$ cat src/rtl/fb_pkg.sv
// Shared types and geometry for the result-framebuffer arbiter.
package fb_pkg;
   localparam int H_ACTIVE      = 640;
   localparam int V_ACTIVE      = 480;
   localparam int FB_WORDS      = H_ACTIVE * V_ACTIVE;
   localparam int ADDR_W        = 19;
   localparam int DATA_W        = 24;
   localparam int WR_FIFO_DEPTH = 4;

   typedef struct packed {
      logic [7:0] r;
      logic [7:0] g;
      logic [7:0] b;
   } pixel_t;

   typedef struct packed {
      logic [ADDR_W-1:0] addr;
      logic [DATA_W-1:0] data;
   } wr_entry_t;

   typedef enum logic [1:0] {IDLE, SCAN, BLANK} arb_state_t;
endpackage

$ cat src/rtl/frame_mem_arbiter_if.sv
// Writer-side handshake into the framebuffer arbiter.
interface frame_mem_arbiter_if;
   import fb_pkg::*;

   logic              wr_valid;
   logic              wr_ready;
   logic [ADDR_W-1:0] wr_addr;
   logic [DATA_W-1:0] wr_data;

   modport master (output wr_valid, output wr_addr, output wr_data, input wr_ready);
   modport slave  (input wr_valid, input wr_addr, input wr_data, output wr_ready);
endinterface

$ cat src/rtl/fb_wr_fifo.sv
// Small synchronous write queue holding deferred pixel writes until blanking.
module fb_wr_fifo
   import fb_pkg::*;
#(
   parameter int DEPTH = WR_FIFO_DEPTH
) (
   input  logic      clk,
   input  logic      rst_n,
   input  logic      push,
   input  wr_entry_t push_entry,
   input  logic      pop,
   output wr_entry_t head,
   output logic      full,
   output logic      empty
);
   localparam int PTR_W = $clog2(DEPTH);

   wr_entry_t        store [DEPTH];
   logic [PTR_W-1:0] wr_ptr;
   logic [PTR_W-1:0] rd_ptr;
   logic [PTR_W:0]   count;

   always_ff @(posedge clk or negedge rst_n) begin
      if (!rst_n) begin
         wr_ptr <= '0;
         rd_ptr <= '0;
         count  <= '0;
      end else begin
         if (push) wr_ptr <= wr_ptr + 1'b1;
         if (pop)  rd_ptr <= rd_ptr + 1'b1;
         case ({push, pop})
            2'b10:   count <= count + 1'b1;
            2'b01:   count <= count - 1'b1;
            default: count <= count;
         endcase
      end
   end

   // Payload needs no reset: it is only observed through the count.
   always_ff @(posedge clk) begin
      if (push) store[wr_ptr] <= push_entry;
   end

   assign head  = store[rd_ptr];
   assign full  = (count == (PTR_W+1)'(DEPTH));
   assign empty = (count == '0);
endmodule

$ cat src/rtl/frame_mem_arbiter.sv
// Shares the single-port result framebuffer between VGA scan-out and the deferred writer.
//  state | meaning
//  IDLE  | after reset, no active pixel seen yet; drains writes
//  SCAN  | active video, scan-out owns the memory
//  BLANK | blanking, queued writes drain one per cycle
module frame_mem_arbiter
   import fb_pkg::*;
(
   input  logic                 clk,
   input  logic                 rst_n,
   input  logic [9:0]           h_count,
   input  logic [9:0]           v_count,
   frame_mem_arbiter_if.slave   wr,
   output logic [ADDR_W-1:0]    mem_addr,
   output logic                 mem_we,
   output logic [DATA_W-1:0]    mem_wdata,
   input  logic [DATA_W-1:0]    mem_rdata,
   output logic [7:0]           R,
   output logic [7:0]           G,
   output logic [7:0]           B,
   output logic                 pix_valid,
   output logic                 frame_done,
   output logic                 wr_oob
);
   arb_state_t        state;
   logic              active;
   logic              last_pix;
   logic [ADDR_W-1:0] v_ext;
   logic [ADDR_W-1:0] h_ext;
   logic [ADDR_W-1:0] scan_addr;
   logic              accept;
   logic              in_range;
   logic              fifo_full;
   logic              fifo_empty;
   wr_entry_t         fifo_head;
   wr_entry_t         push_entry;
   pixel_t            px;

   assign active   = (h_count < 10'(H_ACTIVE)) && (v_count < 10'(V_ACTIVE));
   assign last_pix = active && (v_count == 10'(V_ACTIVE-1)) && (h_count == 10'(H_ACTIVE-1));

   // v*640 + h as shifts, widened first so nothing is lost.
   assign v_ext     = ADDR_W'(v_count);
   assign h_ext     = ADDR_W'(h_count);
   assign scan_addr = (v_ext << 9) + (v_ext << 7) + h_ext;

   assign wr.wr_ready = !fifo_full;
   assign accept      = wr.wr_valid && wr.wr_ready;
   assign in_range    = (wr.wr_addr < ADDR_W'(FB_WORDS));
   assign push_entry  = '{addr: wr.wr_addr, data: wr.wr_data};

   fb_wr_fifo #(.DEPTH(WR_FIFO_DEPTH)) u_fifo (
      .clk        (clk),
      .rst_n      (rst_n),
      .push       (accept && in_range),
      .push_entry (push_entry),
      .pop        (mem_we),
      .head       (fifo_head),
      .full       (fifo_full),
      .empty      (fifo_empty)
   );

   // Bus decision is made on the current counts so a write can never land in an active cycle.
   always_comb begin
      mem_addr  = '0;
      mem_we    = 1'b0;
      mem_wdata = '0;
      if (rst_n) begin
         if (active) begin
            mem_addr = scan_addr;
         end else if (!fifo_empty) begin
            mem_we    = 1'b1;
            mem_addr  = fifo_head.addr;
            mem_wdata = fifo_head.data;
         end
      end
   end

   always_ff @(posedge clk or negedge rst_n) begin
      if (!rst_n) begin
         state      <= IDLE;
         pix_valid  <= 1'b0;
         frame_done <= 1'b0;
         wr_oob     <= 1'b0;
      end else begin
         case (state)
            IDLE:    state <= active ? SCAN : IDLE;
            SCAN:    state <= active ? SCAN : BLANK;
            BLANK:   state <= active ? SCAN : BLANK;
            default: state <= IDLE;
         endcase
         pix_valid  <= active;
         frame_done <= last_pix;
         if (accept && !in_range) wr_oob <= 1'b1;
      end
   end

   assign px = mem_rdata;
   assign R  = pix_valid ? px.r : 8'h00;
   assign G  = pix_valid ? px.g : 8'h00;
   assign B  = pix_valid ? px.b : 8'h00;
endmodule

$ cat src/flat_wrapper.sv
// flat-port wrapper written by rule: the top's interface ports become plain ports
module frame_mem_arbiter_flat import fb_pkg::*;
  (clk, rst_n, h_count, v_count, mem_addr, mem_we, mem_wdata, mem_rdata, R, G, B, pix_valid, frame_done, wr_oob, wr_wr_valid, wr_wr_addr, wr_wr_data, wr_wr_ready);
  frame_mem_arbiter_if wr_i ();
  input  logic clk;
  input  logic rst_n;
  input  logic [9:0] h_count;
  input  logic [9:0] v_count;
  output logic [ADDR_W-1:0] mem_addr;
  output logic mem_we;
  output logic [DATA_W-1:0] mem_wdata;
  input  logic [DATA_W-1:0] mem_rdata;
  output logic [7:0] R;
  output logic [7:0] G;
  output logic [7:0] B;
  output logic pix_valid;
  output logic frame_done;
  output logic wr_oob;
  input wire logic [$bits(wr_i.wr_valid)-1:0] wr_wr_valid;
  input wire logic [$bits(wr_i.wr_addr)-1:0] wr_wr_addr;
  input wire logic [$bits(wr_i.wr_data)-1:0] wr_wr_data;
  output wire logic [$bits(wr_i.wr_ready)-1:0] wr_wr_ready;
  assign wr_i.wr_valid = wr_wr_valid;
  assign wr_i.wr_addr = wr_wr_addr;
  assign wr_i.wr_data = wr_wr_data;
  assign wr_wr_ready = wr_i.wr_ready;
  frame_mem_arbiter u_core (.clk(clk), .rst_n(rst_n), .h_count(h_count), .v_count(v_count), .wr(wr_i), .mem_addr(mem_addr), .mem_we(mem_we), .mem_wdata(mem_wdata), .mem_rdata(mem_rdata), .R(R), .G(G), .B(B), .pix_valid(pix_valid), .frame_done(frame_done), .wr_oob(wr_oob));
endmodule
$ cat config.mk
export PLATFORM = sky130hd
export DESIGN_NAME = frame_mem_arbiter_flat
export DESIGN_NICKNAME = d
export VERILOG_FILES = /design/src/rtl/fb_pkg.sv /design/src/rtl/frame_mem_arbiter_if.sv /design/src/rtl/fb_wr_fifo.sv /design/src/rtl/frame_mem_arbiter.sv /design/src/flat_wrapper.sv
export SDC_FILE = /design/constraint.sdc
export NUM_CORES = 1
export LEC_CHECK = 0
export ABC_CLOCK_PERIOD_IN_PS = 3400
export BUFFER_PORTS_ARGS = -buffer_cell sky130_fd_sc_hd__clkbuf_2
export CAP_MARGIN = 25
export CORE_MARGIN = 1
export CORE_UTILIZATION = 55
export CTS_CLUSTER_DIAMETER = 150
export CTS_CLUSTER_SIZE = 24
export DETAILED_ROUTE_END_ITERATION = 7
export PLACE_DENSITY_LB_ADDON = 0.1
export SETUP_SLACK_MARGIN = 0.2
export SLEW_MARGIN = 0
export SYNTH_ARGS = -nofsm -noshare
export SYNTH_HDL_FRONTEND = slang
export SYNTH_HIERARCHICAL = 1
export SYNTH_SLANG_ARGS = --single-unit
export TNS_END_PERCENT = 5
$ cat constraint.sdc
create_clock -name clk -period 3.4 [get_ports clk]
set_input_delay 0 -clock clk [delete_from_list [all_inputs] [get_ports clk]]
set_output_delay 0 -clock clk [all_outputs]
set_load 0.01 [all_outputs]
==> metrics.yaml, run 1 <==
outcome: "complete, no violations"
ant_nets: 0
hold_viol_final: 0
synth_area_leader_cell: "edfxtp_1"
dpl_worst_slack_ns: 0.914
rsz0062_at_grt: "no"
cts_resized: 0
area.growth.synth_to_final_pct: 25.1
min_period_ns: 2.95
nets: 769
die-width_um: 122
drc: 0
cts.reportedPaths.clkPinSlew_ns: 0.07
via_per_inst: 5.47
synth-edff-count: 172
design.die.area_mm2: 0.0150
end_kind: "primary output"
die_y_um: 122
layout.cells.non_filler: 845
io_buffers: 161
rows: 43
crit_path_top_delay_cell: "fa_1"
cp_cell_sequence: "dlygate4sd3_1 -> clkbuf_2 -> inv_1 -> fa_1 -> inv_1 -> ha_1 -> a21o_1 -> nand4_1 -> a21oi_2 -> or4_1 -> a32o_1 -> clkbuf_2"
synth-seq-cells: 182
fin_ws_ns: 0.449
path_max_fanout: 3
dr.pass1.iters: 7
timing.setup.tns_ns: 0
clock_skew_ns: 0.00964
timing.slew.headroom: 0.488
post_drt_wl_per_cell_um: 17.9
fin_util: 0.712
synth_area_leaders: "edfxtp_1 (65%), mux4_2 (11%), and2_1 (4.1%)"
gp_congestion: 0.805
routed_wl_um: 15100
power_density_mw_per_mm2: 651
overflow: 0
num_vias: 4618
antenna_found_initial: 0
cts_max_level: 4
cp.required_ns: 3.40
vdd_ir_drop_max_mv: 0.552
cts_num_sinks: 182
cts_buffer_depth: 2
maxCapViolCount: 0
worst_pin_slew_ns: 0.768
ys.flop_type: "edfxtp_1"
grt_start_max_net_pins: 46
setup.worst_path.start_class: "input pin"
drt_iter0_drc: 223
place_inst: 762
synth_nets: 548
grt_usage: 0.218
dp_hpwl_um: 9910
cts_setup_buffers: 0
syn_inst: 431
start_util: 0.569
grt_pass1_vias: 4585
avgSynthCellArea_um2: 18.5
cts-root-buf: "clkbuf_16"
ys_async_sr_fraction: 0.0549
finalCritPeriodShare: 0.868
ios: 162
cp.arrival_ns: 2.95
maxSlewViolCount: 0
ys_seq_area_frac: 0.680
hold_path.class: "input pin to async pin"
crit_type: "input pin to primary output"
ys_warn_count: 6
diodes: 0
slowest_delay_ns: 0.56
p_leak_nw: 3.84
cts_inserted_buffers: 17
core_mm2: 0.0140
setup_violations: 0
clk_latency_ns: 0.42
yosysTopAreaCellShare: 0.649
grt_pass1_wl_um: 23500
syn_area_mm2: 0.00796
fillers: 949
synth_cell_types: 45
cts_tree: "done"
drive_above_1_share: 0.374
fmax_mhz: 339
[layer usage]
metal  vias up  global-route usage  wire [um]
met5         -                   0          0
met1      2288               0.284       6540
li1       2151                   -          -
met2       168               0.362       7490
met3        11              0.0562        939
met4         0              0.0686        140
[cell usage after synthesis (6+ instances only)]
cell and number:
dfrtp_1 10, a21oi_1 7, a22o_1 9, nand4_1 6, and2_1 52, edfxtp_1 172
buf_2 8, xor2_1 7, inv_1 14, o21ai_1 8, mux4_2 38, ha_1 24
nand2_1 13
[cells by family after synthesis]
kind of cell	after synthesis	share of synthesized area
muxes	43	0.124
AOI/OAI and AO/OA	44	0.0401
DFF	182	0.680
and+or+nand+nor	93	0.0709
buffers and inverters	31	0.0274
adders and majority gates	27	0.0453
xor gates and xnor gates	11	0.0121
[flip-flops by register name (all words and copies together), names as in the netlist]
register / count
u_core/u_fifo/store: 172
u_core/u_fifo/wr_ptr: 2
u_core/u_fifo/rd_ptr: 2
u_core/u_fifo/count: 3
u_core/pix_valid: 1
u_core/wr_oob: 1
u_core/frame_done: 1
[worst paths after layout]
check	start	endpoint	slack, ns	cells past startpoint
setup / recovery	v_count[2]	mem_addr[17]	0.45	12
hold / removal	rst_n	u_core/pix_valid	0.05	2
setup reg to reg	u_core/u_fifo/count[0]	u_core/u_fifo/store[2][40]	0.93	7
hold reg to reg	u_core/u_fifo/count[2]	u_core/u_fifo/count[2]	0.52	1
max in group asynchronous	rst_n	u_core/u_fifo/rd_ptr[0]	3.03	2
min in group clk	mem_rdata[7]	B[7]	0.30	3
[through the flow]
step                      area, um^2  total power [mW]  hold slack [ns]
after global placement          8930              4.76          -0.0704
after global routing            9960              6.82           0.0582
after floorplan                 7960              4.32           -0.296
final                           9960              6.49           0.0450
after detailed placement        8930              4.80          -0.0592
after CTS                       9960              6.57           0.0263
[timing repair]
item / 4_1_cts / 5_1_grt
hold buffers: 51 / 0
setup endpoints to repair: 0 / 0
endpoints found under the hold margin: 185 / 0
[power breakdown]
part           internal (mW)  switching [mW]  leakage [nW]
Clock                  0.949           0.774         0.256
Combinational          0.925           0.808          1.91
Sequential              2.77           0.259          1.68
[final cells by class]
cell class                 instances  area [um^2]  share of cell area
clock buffer                      20          447              0.0448
clock inverter                    12         78.8             0.00791
inverter                          14         52.6             0.00528
multi-input combinational        218         2330               0.234
sequential                       182         5420               0.544
tap                              180          225              0.0226
timing repair buffer             219         1410               0.141
[worst max-delay path, delay by kind of cell]
| kind | cells | cell delay (ns) |
|---|---|---|
| AOI/OAI and AO/OA | 3 | 0.52 |
| adders and majority gates | 2 | 0.86 |
| buffers and inverters | 5 | 0.92 |
| and+or+nand+nor | 2 | 0.64 |
[placed cells by master (no fill, tap or decap), types with 9 or more instances in the layout]
cell type      Yosys  layout
a22o_1             9       9
and2_1            52      48
clkbuf_16          0      17
clkbuf_2           0     161
dlygate4sd3_1      0      51
edfxtp_1         172     172
ha_1              24      24
inv_1             14      14
mux4_2            38      38
nand2_1           13      13
No activity file was read; power rests on OpenSTA's default activity.
==> inputs of run 2 (changes only) <==
CORE_UTILIZATION = 40   (was 55)
==> run 2 against run 1 <==
  * Non-clock buffer count is 2 higher
  * Largest cell class unchanged
  * Combinational power rose by 6%
  * First-iteration DRC count shrank 26%
  * Routed wire length increased by 11%
  * Clock power up 21%
  * Worst setup slack better by 0.041 ns
  * Sequential cell count did not move
  * Sequential share of layout area shrank 1.3 points
  * Clock-buffer cell count fell by 3
  * Critical endpoint unchanged
  * Maximum frequency is 1.4% higher
  * Cell area is 2.5% higher
==> metrics.yaml, run 2 (synthesized netlist as in run 1, its figures left out) <==
outcome: "complete, no violations"
clock_skew_ns: 0.0152
cts-root-buf: "clkbuf_16"
maxSlewViolCount: 0
r2r_start: "u_core/u_fifo/count[1]"
cts_max_level: 4
grt_pass1_wl_um: 25500
crit_path_top_delay_cell: "fa_1"
p_leak_nw: 3.92
cp_cell_sequence: "dlygate4sd3_1 -> clkbuf_2 -> inv_1 -> fa_1 -> inv_1 -> ha_1 -> a21o_1 -> nand4_1 -> a21oi_2 -> or4_1 -> a32o_1 -> clkbuf_2"
fmax_mhz: 344
setup_violations: 0
min_period_ns: 2.91
worst_pin_slew_ns: 0.668
routed_wl_um: 16700
timing.slew.headroom: 0.555
total_power_mw: 6.91
worst_r2r_path_depth: 7
top_register: "u_core/u_fifo/store"
antenna_found_initial: 0
fin_util: 0.525
hold_path.class: "input pin to async pin"
grt_usage: 0.173
die_y_um: 143
post_drt_wl_per_cell_um: 17.9
layout_commonest_cell: "edfxtp_1"
grt_pass1_vias: 4707
rsz0062_at_grt: "no"
dr.pass1.iters: 4
cp.arrival_ns: 2.91
via_per_inst: 5.00
setup.worst_path.start_class: "input pin"
vdd_ir_drop_max_mv: 0.466
cts_buffer_depth: 2
ios: 162
critPathBufInv: 5
cts_setup_buffers: 0
grt_start_max_net_pins: 46
drc: 0
ant_nets: 0
power_density_mw_per_mm2: 677
drive_above_1_share: 0.379
nets: 771
core_mm2: 0.0195
worst_path_dominant_cell_family: "buffers and inverters"
num_vias: 4659
start_util: 0.409
drt_iter0_drc: 165
timing.setup.tns_ns: 0
overflow: 0
rows: 51
gp_congestion: 0.767
timing.rr.end: "u_core/u_fifo/store[2][42]"
dp_hpwl_um: 11000
area.growth.synth_to_final_pct: 28.3
io_buffers: 161
r2r_slack_ns: 0.96
design.die.area_mm2: 0.0205
cts_num_sinks: 182
slowest_delay_ns: 0.60
cp.required_ns: 3.40
path_max_fanout: 3
largest_reg_flops: 172
clk_latency_ns: 0.42
cts_tree: "done"
hold_viol_final: 0
end_kind: "primary output"
cts.reportedPaths.clkPinSlew_ns: 0.07
crit_type: "input pin to primary output"
diodes: 0
maxCapViolCount: 0
cts_inserted_buffers: 17
finalCritPeriodShare: 0.856
die-width_um: 143
top_regs: "u_core/u_fifo/store x172, u_core/u_fifo/count x3"
mostFrequentLayoutCells: "edfxtp_1 (172), clkbuf_2 (161), dlygate4sd3_1 (51)"
[run 2: cell count changes in the layout (fill, tap and decap cells not counted), sizes merged]
cell / before / now
clkinv: 7 / 5
bufinv: 0 / 4
inv: 16 / 20
clkbuf: 181 / 178
clkinvlp: 3 / 0
buf: 7 / 9
[run 2: how the worst max path moves through the flow]
stage | from | endpoint | depth (start not counted)
after detailed placement | u_core/u_fifo/count[1] | u_core/u_fifo/store[2][18] | 7
after floorplan | u_core/u_fifo/count[1] | u_core/u_fifo/store[0][0] | 6
after global placement | u_core/u_fifo/count[1] | u_core/u_fifo/store[2][18] | 7
after global routing | h_count[9] | mem_addr[17] | 12
final | h_count[9] | mem_addr[17] | 12
after CTS | h_count[9] | mem_addr[17] | 12
[run 2: worst register-to-register path: stages (launching register included)]
cell and delay (ns):
dfrtp_1 0.38, inv_1 0.08, and3_1 0.18, inv_1 0.06
nand2_1 0.07, nor2b_1 0.44, and2_2 0.61, buf_12 0.29
[run 2: through the flow]
step | setup WS (ns) | hold WS [ns] | instances | area, um^2
6_report | 0.490 | 0.0347 | 932 | 10200
5_1_grt | 0.372 | 0.0384 | 932 | 10200
3_3_place_gp | 1.00 | -0.0706 | 849 | 9060
3_5_place_dp | 0.907 | -0.0525 | 849 | 9060
2_1_floorplan | 0.842 | -0.296 | 431 | 7960
4_1_cts | 0.506 | 0.0300 | 932 | 10200
[run 2: report_power, final]
group          switching (mW)  internal (mW)  total [mW]
sequential              0.226           2.77        3.00
clock                   0.833           1.25        2.08
combinational           0.886          0.944        1.83
total                    1.95           4.96        6.91
[run 2: cell type report]
class,instances,area [um^2]
fillers,1636,9250
flip-flops and latches,182,5420
multi-input cells,218,2330
repair buffers,221,1430
clock buffers,17,425
well taps,265,332
clock inverters,15,214
inverters,14,52.6
[run 2: repair_timing]
item,4_1_cts,5_1_grt
hold buffers,51,0
resized for setup,0,0
endpoints found under the hold margin,185,0
setup endpoints to repair,0,0
[run 2: layer usage]
metal  vias up  GRT usage  part of all wire
li1       2157          -                 -
met1      2328      0.212              0.42
met2       160      0.307              0.51
met3        14     0.0366             0.056
met4         0     0.0549             0.013
met5         -          0                 0
